$ cat src/rtl/alu_issue.sv
// ---------------------------------------------------------------------------
// alu_issue -- single-issue sequencer for an external, registered 4-bit ALU.
//
// Decodes a 12-bit instruction, reads two operands from a four-entry 4-bit
// register file, presents them to the external ALU, waits one cycle for the
// ALU to capture, then writes the result (and flags / MUL high nibble) back.
// One ALU instruction occupies IDLE -> EXEC -> WB, i.e. one op per 3 cycles.
//
// Instruction layout: [11:9] opn, [8:7] rd, [6:5] rs1, [4:3] rs2, [3:0] imm.
// Opcodes: 000 ADD, 001 SUB, 010 MUL, 011 AND, 100 OR, 101 XOR, 110 LT,
//          111 LDI (or NOP, see below).
//
// Build option:
//   ALU_ISSUE_LDI_EN  defined   : opcode 111 loads imm into r[rd] at accept.
//                     undefined : opcode 111 is a NOP (still pulses done).
//   Either way opcode 111 completes in one cycle and the FSM stays in IDLE.
//
// Parameters:
//   REG_RST  reset value of r0..r3
//   OPW      ALU opcode width (fixed at 3)
//
// Ports:
//   clk          clock, all state on the rising edge
//   rst          synchronous active-high reset, wins over everything
//   instr        instruction word
//   instr_valid  instr is presented
//   instr_ready  high only in IDLE; accept = instr_valid & instr_ready
//   alu_a/alu_b  registered operands, held until the next ALU accept
//   alu_opn      registered opcode, held until the next ALU accept
//   alu_out0     ALU result (valid one cycle after operands change)
//   alu_out1     ALU MUL high nibble
//   status       ALU status: [1] carry/borrow, [2] less-than
//   done         one-cycle pulse when an instruction retires
//   flag_c       carry/borrow from the last ADD/SUB
//   flag_lt      result of the last LT
//   hi           high nibble of the last MUL
//   dbg_sel      register-file debug read select
//   dbg_data     combinational r[dbg_sel]
// ---------------------------------------------------------------------------
module alu_issue #(
  parameter logic [3:0] REG_RST = 4'h0,
  parameter int         OPW     = 3
) (
  input  logic           clk,
  input  logic           rst,
  input  logic [11:0]    instr,
  input  logic           instr_valid,
  output logic           instr_ready,
  output logic [3:0]     alu_a,
  output logic [3:0]     alu_b,
  output logic [OPW-1:0] alu_opn,
  input  logic [3:0]     alu_out0,
  input  logic [3:0]     alu_out1,
  input  logic [3:0]     status,
  output logic           done,
  output logic           flag_c,
  output logic           flag_lt,
  output logic [3:0]     hi,
  input  logic [1:0]     dbg_sel,
  output logic [3:0]     dbg_data
);

  localparam logic [OPW-1:0] OP_ADD = OPW'(0);
  localparam logic [OPW-1:0] OP_SUB = OPW'(1);
  localparam logic [OPW-1:0] OP_MUL = OPW'(2);
  localparam logic [OPW-1:0] OP_AND = OPW'(3);
  localparam logic [OPW-1:0] OP_OR  = OPW'(4);
  localparam logic [OPW-1:0] OP_XOR = OPW'(5);
  localparam logic [OPW-1:0] OP_LT  = OPW'(6);
  localparam logic [OPW-1:0] OP_LDI = OPW'(7);

  typedef enum logic [1:0] {
    S_IDLE,
    S_EXEC,
    S_WB
  } state_e;

  state_e state, state_nxt;

  // Instruction fields. imm overlaps rs2[0]; only LDI looks at it.
  logic [OPW-1:0] dec_opn;
  logic [1:0]     dec_rd;
  logic [1:0]     dec_rs1;
  logic [1:0]     dec_rs2;
  logic [3:0]     dec_imm;

  assign dec_opn = instr[11:9];
  assign dec_rd  = instr[8:7];
  assign dec_rs1 = instr[6:5];
  assign dec_rs2 = instr[4:3];
  assign dec_imm = instr[3:0];

  logic accept;
  logic alu_go;   // accepted instruction that goes through the external ALU
  logic ldi_go;   // accepted single-cycle opcode 111

  assign accept = (state == S_IDLE) && instr_valid;
  assign alu_go = accept && (dec_opn != OP_LDI);
  assign ldi_go = accept && (dec_opn == OP_LDI);

  // Architectural state
  logic [3:0] regs [4];
  logic [1:0] rd_q;
  logic       done_q;

  // -------------------------------------------------------------------------
  // FSM: state register
  // -------------------------------------------------------------------------
  always_ff @(posedge clk) begin
    // NOTE: sequential state uses non-blocking assignments so every flop
    // samples pre-edge values regardless of statement order; within one block
    // the last non-blocking assignment to a signal wins.
    if (rst) state <= S_IDLE;
    else     state <= state_nxt;
  end

  // -------------------------------------------------------------------------
  // FSM: next state and ready
  // -------------------------------------------------------------------------
  always_comb begin
    // NOTE: every output of this block gets a default before the case, so no
    // path can leave one unassigned and infer a latch.
    state_nxt   = state;
    instr_ready = 1'b0;
    unique case (state)
      S_IDLE: begin
        instr_ready = 1'b1;
        if (alu_go) state_nxt = S_EXEC;
      end
      // The external ALU captures during EXEC; nothing can stall it.
      S_EXEC:  state_nxt = S_WB;
      S_WB:    state_nxt = S_IDLE;
      default: state_nxt = S_IDLE;
    endcase
  end

  // -------------------------------------------------------------------------
  // Datapath: operand issue, write-back, flags, done
  // -------------------------------------------------------------------------
  always_ff @(posedge clk) begin
    if (rst) begin
      // NOTE: this four-entry register file is architectural state with a
      // defined reset value, so it is reset like ordinary flops; a true RAM
      // array would be left unreset.
      for (int i = 0; i < 4; i++) regs[i] <= REG_RST;
      alu_a   <= '0;
      alu_b   <= '0;
      alu_opn <= OP_ADD;
      rd_q    <= '0;
      hi      <= '0;
      flag_c  <= 1'b0;
      flag_lt <= 1'b0;
      done_q  <= 1'b0;
    end else begin
      done_q <= 1'b0;

      // Operands are read at the accept edge, so a write-back at an earlier
      // edge is already visible, and rd == rs uses the pre-write value.
      if (alu_go) begin
        alu_a   <= regs[dec_rs1];
        alu_b   <= regs[dec_rs2];
        alu_opn <= dec_opn;
        rd_q    <= dec_rd;
      end

      // Opcode 111 retires in the cycle after accept without leaving IDLE.
      if (ldi_go) begin
        done_q <= 1'b1;
`ifdef ALU_ISSUE_LDI_EN
        regs[dec_rd] <= dec_imm;
`endif
      end

      // Entering WB: the ALU result becomes valid, announce retirement.
      if (state == S_EXEC) done_q <= 1'b1;

      // alu_opn still holds the opcode of the instruction in flight.
      if (state == S_WB) begin
        case (alu_opn)
          OP_ADD, OP_SUB: begin
            regs[rd_q] <= alu_out0;
            flag_c     <= status[1];
          end
          OP_MUL: begin
            regs[rd_q] <= alu_out0;
            hi         <= alu_out1;
          end
          OP_AND, OP_OR, OP_XOR: regs[rd_q] <= alu_out0;
          OP_LT:                 flag_lt    <= status[2];
          default: ;
        endcase
      end
    end
  end

  // Reset during the WB cycle cancels the write-back at the end of that
  // cycle, so the retirement pulse is suppressed in the same cycle as well.
  assign done = done_q && !rst;

  assign dbg_data = regs[dbg_sel];

  // Status bits 0 and 3 carry nothing this block needs; imm is only consumed
  // when the load option is built in.
  logic unused_bits;
  assign unused_bits = ^{status[3], status[0], dec_imm};

endmodule

$ cat config.mk
export PLATFORM = sky130hd
export DESIGN_NAME = alu_issue
export DESIGN_NICKNAME = d
export VERILOG_FILES = /design/src/rtl/alu_issue.sv
export SDC_FILE = /design/constraint.sdc
export NUM_CORES = 1
export LEC_CHECK = 0
export ABC_CLOCK_PERIOD_IN_PS = 1800
export BUFFER_PORTS_ARGS = -buffer_cell sky130_fd_sc_hd__buf_2
export CAP_MARGIN = 20
export CORE_MARGIN = 4
export CORE_UTILIZATION = 45
export DETAILED_ROUTE_END_ITERATION = 10
export PLACE_DENSITY_LB_ADDON = 0.05
export SLEW_MARGIN = 20
export SYNTH_ARGS = -nofsm -noshare
export SYNTH_HDL_FRONTEND = slang
export SYNTH_SLANG_ARGS = --single-unit
$ cat constraint.sdc
create_clock -name clk -period 1.8 [get_ports clk]
set_input_delay 0.18 -clock clk [delete_from_list [all_inputs] [get_ports clk]]
set_output_delay 0.18 -clock clk [all_outputs]
set_load 0.02 [all_outputs]
==> results.py <==
metrics = {
    "cts": {
        "clk_latency_ns": 0.28,
        "h-tree-depth": 2,
        "cts_made_buffers": 5,
        "cts_buffer_depth": 2,
        "hold_buffers": 0,
        "clkSinkCount": 38,
        "cts-resized-gates": 0,
        "clk_pin_slew_ns": 0.07,
        "cts_setup_buffers": 0,
        "cts_root_buf": "clkbuf_8",
        "cts_tree": "built",
    },
    "critical_path": {
        "start_kind": "flip-flop",
        "crit_path_max_fanout": 3,
        "endpoint_kind": "primary output",
        "worst_path_dominant_cell_family": "multiplexers",
        "reg2regPathDepth": 3,
        "critPathSlowestCell": "mux4_2",
        "crit_chain": "mux4_2, buf_2",
        "arrival_ns": 1.37,
        "path_buf_inv": 1,
        "reg2reg_from": "state[1]",
        "cpPeakStageDelay_ns": 0.48,
        "rrSetupSlack_ns": 0.29,
        "required_ns": 1.62,
        "worstReg2RegEnd": "regs[0][2]",
        "crit_type": "flip-flop to primary output",
    },
    "global_route": {
        "grt_antenna_before_repair": 0,
        "globalRouteOverflowTotal": 0,
        "gr-usage-all-layers_pct": 17.3,
        "grt_pass1_vias": 1468,
        "grt_pass1_wl_um": 6940,
        "grt_start_max_net_pins": 18,
    },
    "pwr": {
        "sw_frac_of_total_pct": 25.6,
        "total_leakage_power_nw": 0.884,
        "pwr-share-clk_pct": 32.4,
        "comb_power_share_pct": 14.7,
        "power_mw": 1.83,
        "p_sw_mw": 0.470,
        "max-vdd-ir-drop_v": 0.000477,
        "p_seq_share_pct": 52.9,
        "internal_power_mw": 1.36,
        "powerDensity_mw_per_mm2": 833,
    },
    "timing": {
        "final.setup.tns_ns": 0,
        "rsz0062_at_grt": "no",
        "skew_ns": 0.00606,
        "holdWs_ns": 0.135,
        "slew_headroom_pct": 68.1,
        "max_freq_mhz": 643,
        "drv_slew": 0,
        "setup_viol": 0,
        "hold_viol": 0,
        "period_share_pct": 86.4,
        "layout_min_cycle_time_ns": 1.55,
        "layout_setup_ws_ns": 0.245,
        "max_slew.worst_pin.slew_ns": 0.477,
    },
    "logic_synthesis": {
        "ys_ff_latch": 38,
        "synth_cells": 162,
        "syn_avg_cell_area_um2": 11.3,
        "synthFlopType": "dfxtp_1",
        "synth-seq-area-share_pct": 50.4,
        "synth.cell_area_mm2": 0.00183,
        "synth_edf_count": 16,
        "synth.net_count": 191,
        "synth.distinct_cells": 34,
        "yosys_warnings": 0,
        "async_flop_share_pct": 0,
    },
    "detailed_routing": {
        "drc": 0,
        "routedWlPerCell_um": 16.5,
        "antenna_left": 0,
        "routed_wl_um": 4280,
        "drt_iter0_drc": 69,
        "vias": 1513,
        "vias_per_cell": 5.84,
        "dr.pass1.iters": 4,
    },
    "floorplan": {
        "core.rowCount": 22,
        "die_h_um": 71.7,
        "initial_utilization_pct": 48.1,
        "io_pins": 52,
        "dieArea_mm2": 0.00514,
        "die_w_um": 71.7,
        "coreArea_mm2": 0.00380,
    },
    "layout": {
        "n_fill_cell": 355,
        "syn_to_final_growth_pct": 20.4,
        "multi_input_area_um2": 845,
        "regArea_um2": 921,
        "layout_commonest_cell": "buf_2",
        "final_util_pct": 57.9,
        "n_antenna_cell": 0,
        "drive_gt1_share_pct": 36.5,
        "fin_nets": 239,
        "mostFrequentLayoutCells": "46 x buf_2, 22 x dfxtp_1, 18 x a21oi_1",
    },
    "min_path": {
        "hold_class": "primary input to flip-flop",
        "hold_end": "flag_c",
        "hp-start": "status[1]",
        "holdPathStages": 3,
    },
    "status": {
        "status": "completed",
    },
    "run": {
        "maxCapViolations": 0,
    },
    "placed_design": {
        "routabilityCongestion": 0.896,
        "port_buffers": 46,
        "dp_hpwl_um": 3350,
        "dp_slack_ns": 0.299,
    },
}
==> tightest hold or removal path: cells and delay by family <==
kind          cells  cell delay (ns)
simple gates      1             0.07
mux               1             0.05
buf+inv           1             0.08
==> synth_stat cells, types with 2 or more instances <==
cell	instances	area (µm²)
mux4_2	12	270
a21oi_1	18	90.1
nand2_1	2	7.51
clkbuf_1	4	15.0
buf_2	4	20.0
o21ai_1	6	30.0
nor4_1	4	25.0
nor3_1	4	20.0
nor2_1	10	37.5
inv_1	6	22.5
nor2b_1	2	12.5
o21ai_0	9	45.0
and2_1	9	56.3
edfxtp_1	16	480
dfxtp_1	22	440
nand3_1	16	80.1
==> through the flow <==
step / instances / cell area, µm²
after floorplan: 162 / 1830
after global placement: 251 / 2110
after detailed placement: 251 / 2110
after CTS: 259 / 2200
after global routing: 259 / 2200
final: 259 / 2200
==> power by group through the flow <==
stage	combinational [mW]	sequential, mW	clock, mW
2_1_floorplan	0.151	0.998	0
3_3_place_gp	0.263	0.985	0
3_5_place_dp	0.269	0.988	0
4_1_cts	0.270	0.969	0.603
5_1_grt	0.291	0.974	0.639
6_report	0.269	0.969	0.594
==> sequential cells by signal (all words and copies together), names as in the netlist <==
signal,count
flag_c,1
rd_q,2
flag_lt,1
alu_opn,3
regs,16
done_q,1
hi,4
alu_a,4
alu_b,4
state,2
==> per-layer routing <==
metal	GRT usage, %	routed length (µm)	share of wire (%)	vias to the layer above
li1	-	-	-	709
met1	22.8	1890	44	738
met2	27.3	2020	47	60
met3	5.61	292	6.8	6
met4	5.01	80	1.9	0
met5	0	0	0	-
==> layout make-up <==
type	count	share of cell area, %
Sequential cell	38	41.9
Multi-Input combinational cell	109	38.4
Timing Repair Buffer	50	11.8
Clock buffer	7	3.92
Tap cell	48	2.73
Inverter	6	1.02
Clock inverter	1	0.228
==> worst max path at each step <==
stage | start | end | depth (start not counted)
after detailed placement | state[1] | regs[0][0] | 3
after CTS | regs[2][1] | dbg_data[1] | 2
after global routing | state[1] | regs[0][3] | 3
after global placement | state[0] | regs[0][2] | 3
final | regs[2][1] | dbg_data[1] | 2
after floorplan | alu_opn[2] | regs[2][0] | 4
==> kinds of logic after synthesis <==
family	Yosys count	share of synthesized area [%]
AOI/OAI and AO/OA	36	10.5
muxes	13	15.3
DFF	38	50.4
and+or+nand+nor	60	20.4
buffers and inverters	15	3.36
(Power assumes the default switching activity.)
